$ cat src/rtl/store_buffer.sv
// Store buffer between MEM stage and data-memory write port: circular FIFO of byte-masked word stores.
// Latency: a pushed store is visible to drain and load lookup from the cycle after it is accepted; drain is one store per granted cycle.
// Backpressure: st_ready = !full from registered state only; a full buffer refuses a push even when the head drains that cycle.
//
// Ports:
//   clk, rst                    rising-edge clock, synchronous active-high reset
//   st_valid/st_ready           store handshake; st_addr/st_be/st_data carry the store (st_be == 0 is accepted and dropped)
//   dm_grant                    data-memory write port is free this cycle
//   dm_wr/dm_addr/dm_be/dm_din  data-memory write drive from the head entry
//   ld_addr                     load address for the forwarding / hazard lookup
//   ld_fwd_be/ld_fwd_data       lanes and data supplied by the buffer to a load
//   ld_stall                    load must wait for the buffer to drain a matching store
//   full/empty/count            occupancy status
//
// Build option: define SB_FWD_EN for store-to-load forwarding; without it a matching load stalls instead.

module store_buffer #(
    parameter int DEPTH = 4,   // entries, power of two in 2..16
    parameter int CW    = 3    // occupancy counter width, log2(DEPTH)+1
) (
    input  logic          clk,
    input  logic          rst,
    input  logic          st_valid,
    output logic          st_ready,
    input  logic [31:0]   st_addr,
    input  logic [3:0]    st_be,
    input  logic [31:0]   st_data,
    input  logic          dm_grant,
    output logic          dm_wr,
    output logic [31:0]   dm_addr,
    output logic [3:0]    dm_be,
    output logic [31:0]   dm_din,
    input  logic [31:0]   ld_addr,
    output logic [3:0]    ld_fwd_be,
    output logic [31:0]   ld_fwd_data,
    output logic          ld_stall,
    output logic          full,
    output logic          empty,
    output logic [CW-1:0] count
);

    localparam int AW = (DEPTH > 1) ? $clog2(DEPTH) : 1;

    // Entry storage; payloads are not reset, only the pointers and count.
    logic [29:0]   r_addr [DEPTH];
    logic [3:0]    r_be   [DEPTH];
    logic [31:0]   r_data [DEPTH];

    logic [AW-1:0] r_head;
    logic [AW-1:0] r_tail;
    logic [CW-1:0] r_count;

    logic          w_full;
    logic          w_empty;
    logic          w_push;
    logic          w_pop;
    logic          w_unused_lsbs;

    // Byte offsets inside the word are irrelevant: entries are word-granular.
    assign w_unused_lsbs = ^{st_addr[1:0], ld_addr[1:0]};

    //------------------------------------------------------------------
    // Status and handshake
    //------------------------------------------------------------------
    assign w_full   = (r_count == CW'(DEPTH));
    assign w_empty  = (r_count == '0);

    assign full     = w_full;
    assign empty    = w_empty;
    assign count    = r_count;
    assign st_ready = !w_full;

    // A store with no byte enables completes the handshake but writes nothing.
    assign w_push   = st_valid && !w_full && (st_be != 4'b0000);

    //------------------------------------------------------------------
    // Drain: the head goes out whenever the write port is granted
    //------------------------------------------------------------------
    assign w_pop    = !w_empty && dm_grant;
    assign dm_wr    = w_pop;
    assign dm_addr  = {r_addr[r_head], 2'b00};
    assign dm_be    = r_be[r_head];
    assign dm_din   = r_data[r_head];

    //------------------------------------------------------------------
    // Pointer and occupancy state
    //------------------------------------------------------------------
    // DEPTH is a power of two, so AW-bit pointers wrap by overflow.
    always_ff @(posedge clk) begin
        if (rst) begin
            r_head  <= '0;
            r_tail  <= '0;
            r_count <= '0;
        end else begin
            if (w_push) begin
                r_tail <= r_tail + AW'(1);
            end
            if (w_pop) begin
                r_head <= r_head + AW'(1);
            end
            case ({w_push, w_pop})
                2'b10:   r_count <= r_count + CW'(1);
                2'b01:   r_count <= r_count - CW'(1);
                default: r_count <= r_count;
            endcase
        end
    end

    // Payload write at the tail; a write during reset is harmless because
    // the tail pointer and count are cleared in the same edge.
    always_ff @(posedge clk) begin
        if (w_push) begin
            r_addr[r_tail] <= st_addr[31:2];
            r_be[r_tail]   <= st_be;
            r_data[r_tail] <= st_data;
        end
    end

    //------------------------------------------------------------------
    // Load lookup over every valid entry, head included
    //------------------------------------------------------------------
`ifdef SB_FWD_EN
    // Walk from oldest to youngest so the youngest store owning a lane
    // overwrites any older contribution to that lane.
    always_comb begin : fwd_lookup
        logic [AW-1:0] v_idx;
        ld_fwd_be   = 4'b0000;
        ld_fwd_data = 32'h0;
        v_idx       = r_head;
        for (int i = 0; i < DEPTH; i++) begin
            v_idx = r_head + AW'(i);
            if ((CW'(i) < r_count) && (r_addr[v_idx] == ld_addr[31:2])) begin
                for (int l = 0; l < 4; l++) begin
                    if (r_be[v_idx][l]) begin
                        ld_fwd_be[l]         = 1'b1;
                        ld_fwd_data[l*8 +: 8] = r_data[v_idx][l*8 +: 8];
                    end
                end
            end
        end
    end

    assign ld_stall = 1'b0;
`else
    // Without forwarding, any valid entry on the same word blocks the load.
    always_comb begin : stall_lookup
        logic [AW-1:0] v_idx;
        ld_stall = 1'b0;
        v_idx    = r_head;
        for (int i = 0; i < DEPTH; i++) begin
            v_idx = r_head + AW'(i);
            if ((CW'(i) < r_count) && (r_addr[v_idx] == ld_addr[31:2])) begin
                ld_stall = 1'b1;
            end
        end
    end

    assign ld_fwd_be   = 4'b0000;
    assign ld_fwd_data = 32'h0;
`endif

endmodule

$ cat config.mk
export PLATFORM = sky130hd
export DESIGN_NAME = store_buffer
export DESIGN_NICKNAME = d
export VERILOG_FILES = /design/src/rtl/store_buffer.sv
export SDC_FILE = /design/constraint.sdc
export NUM_CORES = 1
export LEC_CHECK = 0
export CAP_MARGIN = 25
export CORE_MARGIN = 8
export CORE_UTILIZATION = 44
export CTS_CLUSTER_SIZE = 10
export DETAILED_ROUTE_END_ITERATION = 16
export HOLD_SLACK_MARGIN = 0.05
export PLACE_DENSITY = 0.67
export SLEW_MARGIN = 10
export SYNTH_ARGS = -nofsm -noshare
export SYNTH_HDL_FRONTEND = slang
export SYNTH_SLANG_ARGS = --single-unit
$ cat constraint.sdc
create_clock -name clk -period 7.9 [get_ports clk]
set_clock_uncertainty 0.1 [all_clocks]
set_input_delay 1.185 -clock clk [delete_from_list [all_inputs] [get_ports clk]]
set_output_delay 1.185 -clock clk [all_outputs]
set_load 0.02 [all_outputs]
==> impl_metrics.yaml, run 1 <==
synth:
  synth_edf_count: 264
  synth_area_sq_um: 14400
  synth-xor-area-share_pct: 5.59
  synth_top_family_by_area: "multiplexers"
  synth_seq_area_share_pct: 56.3
  synthSimpleGateAreaFrac_pct: 3.53
  synth_area_leaders: "edfxtp_1, mux4_2, mux2i_1"
  avgSynthCellArea_sq_um: 16.0
  synth_compound_area_share_pct: 4.61
  synthAdderAreaFrac_pct: 0.782
  synth_mux_area_share_pct: 24.1
  ys_types: 48
  synth_top_area_share_pct: 55.0
  async_reset_ff_share_pct: 0
  synth_ff_type: "edfxtp_1"
  yosysTopAreaCell: "edfxtp_1"
  ys_warn_count: 0
  synthCells: 903
  synth_seq_cells: 273
placement:
  buffer_ports.inserted: 173
  place_ws_ns: 2.50
  gp_congestion: 0.965
  dp_hpwl_microns: 27500
detailed_routing:
  top_layer: "met5"
  ant_nets: 0
  viasPerCell: 5.78
  wl_met1_microns: 15100
  drt_iter0_drc: 682
  dr.pass1.iters: 8
  drc: 0
  post_drt_wl_per_cell_microns: 25.6
  route.met2.wl_microns: 18700
  wl_met3_microns: 3940
  wirelength_microns: 38800
  vias: 8754
power:
  pwr-share-seq_pct: 36.8
  p_sw_mw: 1.74
  switching_share_pct: 33.5
  clock_power_share_pct: 26.3
  max-vdd-ir-drop_v: 0.000229
  power_density_nw_per_um2: 301
  comb_power_share_pct: 36.9
  finalPower_mw: 5.19
  leakagePower_nw: 5.42
  power.internal_mw: 3.45
critical_path:
  r2r-end: "r_data[3][3]$_DFFE_PP_"
  reg2reg_from: "count[0]$_SDFFE_PP0P_"
  cp.arrival_ns: 4.51
  start_kind: "register"
  crit_path_end_kind: "output port"
  rr_worst_depth: 7
  path_class: "reg -> out"
  critPathMaxFanout: 55
  r2r_slack_ns: 4.78
  worstPathRequired_ns: 6.61
clock_network:
  cts_tree: "built"
  path_clk_slew_ns: 0.05
  cts_hold_buf: 0
  insertion_delay_ns: 0.52
  cts_buffers: 34
  cts.sinks: 273
  cts_max_level: 2
  post_cts_resized: 0
  post_cts_buffers: 0
  clockBufferDepth: 3
  clock-root-buffer: "clkbuf_16"
timing:
  setup_ws_ns: 2.11
  tightest_slew_ns: 0.942
  final-hold-violation-count: 0
  setup_violations: 0
  period_needed_ns: 5.79
  fmax_mhz: 173
  min_period_over_period_pct: 73.3
  drv_slew: 0
  slew_headroom_pct: 37.2
  rsz0062_at_grt: "no"
  setup_tns_ns: 0
min_path:
  holdPathEnd: "r_tail[1]$_SDFFE_PP0P_"
  hold_class: "reg -> reg"
  hold_depth: 2
  hold_start: "r_tail[1]$_SDFFE_PP0P_"
floorplan:
  coreArea_sq_um: 32400
  die_h_microns: 197
  rows: 66
  initial_utilization_pct: 44.5
  dieArea_sq_um: 38800
  fp.dieW_microns: 197
  pin_count: 216
finish:
  area_growth_pct: 19.7
  fill_cells: 2641
  multi_input_area_sq_um: 5710
  finish.net_count: 1170
  drive_gt1_share_pct: 16.1
  seq_area_sq_um: 8120
global_routing:
  grt_first_pass_wirelength_microns: 57200
  grt_use_total_pct: 19.6
  grt_max_degree: 57
  grt_pass1_vias: 9032
  gr-total-overflow: 0
  antenna_found_initial: 5
flow_run:
  cap_violations: 0
outcome:
  outcome: "complete, no violations"
-- registers in the layout (all words and copies together) (netlist names), named ones only --
signal  count
r_be       16
r_tail      2
r_addr    120
r_data    128
r_head      2
count       3
-- layout make-up --
type,instances,share of cell area (%)
clock buffer,43,5.13
inverter,18,0.392
clock inverter,7,0.479
multi-input combinational,546,33.1
sequential,273,47.1
antenna,1,0.0145
tap,442,3.21
timing repair buffer,184,10.6
-- metal layers --
layer | vias up | track usage (%)
met5 | - | 0
met3 | 67 | 6.70
met1 | 4419 | 24.3
li1 | 3866 | -
met2 | 394 | 32.2
met4 | 8 | 5.66
-- cells in the final DEF, fill, tap and decap left out, types with 3 or more instances in the layout --
master,instances
a221oi_1,5
clkdlybuf4s50_1,173
o221ai_1,5
mux2_2,13
o2111ai_1,4
nand4_1,13
mux4_1,6
mux2i_1,91
mux4_2,100
a211oi_1,4
nand2_1,22
clkbuf_1,9
o22ai_1,19
or4_1,4
buf_4,10
nor3_1,11
xnor2_1,54
dfxtp_1,5
a22oi_1,3
a21oi_1,14
nor2b_1,3
dfxtp_4,4
nor4_1,10
o2bb2ai_1,5
ha_1,9
a2111oi_0,4
and2_4,4
o21ai_0,17
xor2_1,38
a2bb2oi_1,4
edfxtp_1,264
nor2_1,26
conb_1,38
nand3_1,3
a222oi_1,3
inv_1,18
clkbuf_16,34
-- power by group through the flow --
| stage | registers (mW) | logic [mW] | clock network, mW |
|---|---|---|---|
| floorplan | 1.81 | 1.39 | 0 |
| global placement | 1.94 | 1.92 | 0 |
| detailed placement | 1.94 | 1.92 | 0 |
| CTS | 1.92 | 1.93 | 1.40 |
| global route | 1.94 | 2.03 | 1.45 |
| finish | 1.91 | 1.91 | 1.36 |
-- through the flow --
| step | hold WS (ns) | instances | instance area, sq um | utilization [%] |
|---|---|---|---|---|
| global route | 0.500 | 1513 | 17200 | 53.3 |
| CTS | 0.482 | 1513 | 17200 | 53.3 |
| detailed placement | 0.458 | 1463 | 16300 | 50.3 |
| global placement | 0.449 | 1463 | 16300 | 50.3 |
| finish | 0.475 | 1514 | 17300 | 53.3 |
| floorplan | 0.414 | 940 | 14500 | - |
-- cell usage after synthesis, types with 17 or more instances --
cell type,count
edfxtp_1,264
nor2_1,26
xnor2_1,54
buf_4,46
nand2_1,22
mux4_2,100
inv_1,18
buf_2,17
mux2i_1,91
clkbuf_1,23
xor2_1,38
o21ai_0,17
o22ai_1,19
-- worst max-delay path: stages, from the launching register on --
cell and delay (ns):
dfxtp_4 0.93, buf_12 0.33, buf_4 0.26, mux2i_1 0.48, nor2_1 0.11, nor3_1 0.22
o221ai_1 0.14, or4_1 0.50, o22ai_1 0.17, a221o_1 0.17, clkdlybuf4s50_1 0.62
-- cells by family (layout without fill, tap and decap cells) --
logic type | count (synthesis) | in the layout
buffers and inverters | 121 | 252
AOI/OAI and AO/OA | 96 | 96
DFF | 273 | 273
and+or+nand+nor | 101 | 101
xor gates and xnor gates | 92 | 92
other | 1 | 39
adders and majority gates | 9 | 9
muxes | 210 | 210
-- worst max path at each step --
stage,from,to,depth (start not counted)
after CTS,r_head[0]$_SDFFE_PP0P_,ld_stall,10
after global routing,r_head[0]$_SDFFE_PP0P_,ld_stall,10
final,r_head[0]$_SDFFE_PP0P_,ld_stall,10
after floorplan,ld_addr[7],ld_stall,7
after global placement,ld_addr[3],ld_stall,9
after detailed placement,ld_addr[3],ld_stall,9
No activity file was read; power rests on OpenSTA's default activity.
==> run 2: changes to the inputs <==
PLACE_DENSITY = 0.7   (was 0.67)
clock period = 4.9 ns   (was 7.9 ns; I/O delays follow)
==> run 2 against run 1 <==
  * Wire length hardly changed
  * Final cell count increased by 1.2%
  * Critical path type unchanged
  * Sequential share of layout area down 0.55 points
  * Largest cell class unchanged
==> impl_metrics.yaml, run 2 (synthesis gave the netlist of run 1 again) <==
outcome:
  outcome: "complete, no violations"
floorplan:
  pin_count: 216
  coreArea_sq_um: 32400
  die_h_microns: 197
  rows: 66
  initial_utilization_pct: 44.5
  dieArea_sq_um: 38800
  fp.dieW_microns: 197
critical_path:
  reg2reg_from: "count[0]$_SDFFE_PP0P_"
  r2r-end: "r_addr[3][14]$_DFFE_PP_"
  crit_path_end_kind: "output port"
  rr_worst_depth: 7
  critPathMaxFanout: 39
  cp_cell_sequence: "buf_12 -> mux2i_1 -> o22ai_1 -> nor4_1 -> o221ai_1 -> or4_1 -> o22ai_1 -> a221o_1 -> clkdlybuf4s50_1"
  max_stage_delay_ns: 0.63
  cp_slowest_cell: "clkdlybuf4s50_1"
  worstPathRequired_ns: 4.07
  r2r_slack_ns: 1.91
  path_class: "reg -> out"
  path_delay_family: "buffers and inverters"
  cp.arrival_ns: 3.93
  worst_path_most_repeated_cell: "o22ai_1"
  start_kind: "register"
  cp.depth: 9
  crit_buf_inv: 2
finish:
  largest_reg_flops: 128
  area_growth_pct: 21.1
  layout_common_cells: "edfxtp_1, clkdlybuf4s50_1, mux4_2"
  top_register: "r_data"
  final_core_util_pct: 53.9
  finish.net_count: 1186
  largest_registers: "r_data: 128 flops, r_addr: 120 flops, r_be: 16 flops"
  drive_gt1_share_pct: 17.4
  final_common_cell: "edfxtp_1"
timing:
  rsz0062_at_grt: "no"
  final-hold-violation-count: 0
  setup_tns_ns: 0
  setup_violations: 0
  fmax_mhz: 210
  tightest_slew_ns: 0.723
  period_needed_ns: 4.77
  min_period_over_period_pct: 97.3
  slew_headroom_pct: 50.5
  drv_slew: 0
min_path:
  hold_start: "r_tail[1]$_SDFFE_PP0P_"
  hold_depth: 2
  holdPathEnd: "r_tail[1]$_SDFFE_PP0P_"
  hold_class: "reg -> reg"
clock_network:
  path_clk_slew_ns: 0.05
  cts_max_level: 2
  cts.sinks: 273
  insertion_delay_ns: 0.51
  cts_buffers: 34
  clockBufferDepth: 3
  cts_tree: "built"
  clock-root-buffer: "clkbuf_16"
power:
  max-vdd-ir-drop_v: 0.000382
  power_density_nw_per_um2: 484
  leakagePower_nw: 5.53
placement:
  dp_hpwl_microns: 27600
  buffer_ports.inserted: 173
  gp_congestion: 0.978
global_routing:
  grt_pass1_vias: 9156
  antenna_found_initial: 5
  grt_use_total_pct: 19.7
  grt_first_pass_wirelength_microns: 57600
  gr-total-overflow: 0
  grt_max_degree: 40
detailed_routing:
  vias: 8797
  wirelength_microns: 38800
  drc: 0
  drt_iter0_drc: 804
  viasPerCell: 5.74
  dr.pass1.iters: 5
  post_drt_wl_per_cell_microns: 25.3
  ant_nets: 0
flow_run:
  cap_violations: 0
## run 2: changes by cell type in the layout (fill, tap and decap cells not counted)
cell and change:
inv_1 -1, clkinv_1 +1, buf_12 +6, clkinv_2 +1, buf_4 +10, clkbuf_1 +1
## run 2: timing repair
item                                    in CTS  in global routing
hold buffers                                 0                  0
endpoints found under the setup margin       0                  1
setup buffers                                0                  3
gates resized for setup                      0                  1
## run 2: worst max-delay path by stage
stage                                  end              startpoint  slack, ns
global placement                  ld_stall              ld_addr[3]       0.40
global route                      ld_stall  r_head[0]$_SDFFE_PP0P_      0.008
floorplan           r_addr[0][0]$_DFFE_PP_   count[0]$_SDFFE_PP0P_       1.33
CTS                               ld_stall                register       0.14
finish                            ld_stall  r_head[0]$_SDFFE_PP0P_       0.13
detailed placement                ld_stall              ld_addr[3]       0.42
## run 2: layer usage
layer  wire, microns  vias to the layer above  global-route usage (%)
li1                -                     3902                       -
met3            3470                       80                    5.82
met2           18000                      372                    31.3
met1           15900                     4435                    25.3
met4            1360                        8                    7.36
met5              54                        -                       0
## run 2: layout make-up
| cell class | instances | area [sq um] |
|---|---|---|
| Antenna cell | 1 | 2.50 |
| Clock buffer | 44 | 888 |
| Clock inverter | 8 | 83.8 |
| Fill cell | 2664 | 14900 |
| Inverter | 18 | 71.3 |
| Multi-Input combinational cell | 546 | 5710 |
| Sequential cell | 273 | 8120 |
| Tap cell | 442 | 553 |
| Timing Repair Buffer | 200 | 2020 |
## run 2: per-stage QoR
stage | instances | instance area (sq um) | power, mW | setup WS, ns | hold slack (ns)
floorplan | 940 | 14500 | 5.15 | 1.33 | 0.414
global placement | 1476 | 16500 | 6.28 | 0.397 | 0.443
detailed placement | 1476 | 16500 | 6.30 | 0.418 | 0.450
CTS | 1528 | 17400 | 8.54 | 0.140 | 0.460
global route | 1531 | 17500 | 8.82 | 0.00813 | 0.521
finish | 1532 | 17500 | 8.46 | 0.131 | 0.462
## run 2: power breakdown
part / switching [mW] / internal, mW / leakage [nW]
sequential: 0.190 / 2.79 / 2.50
clock: 0.919 / 1.28 / 0.469
combinational: 1.73 / 1.55 / 2.56
total: 2.84 / 5.62 / 5.53
## run 2: worst register-to-register path: cells and delay by family, from the launching register on
family,cells,cell delay [ns]
buffers and inverters,2,0.54
DFF,1,0.47
and+or+nand+nor,4,1.28
adders and majority gates,1,0.27
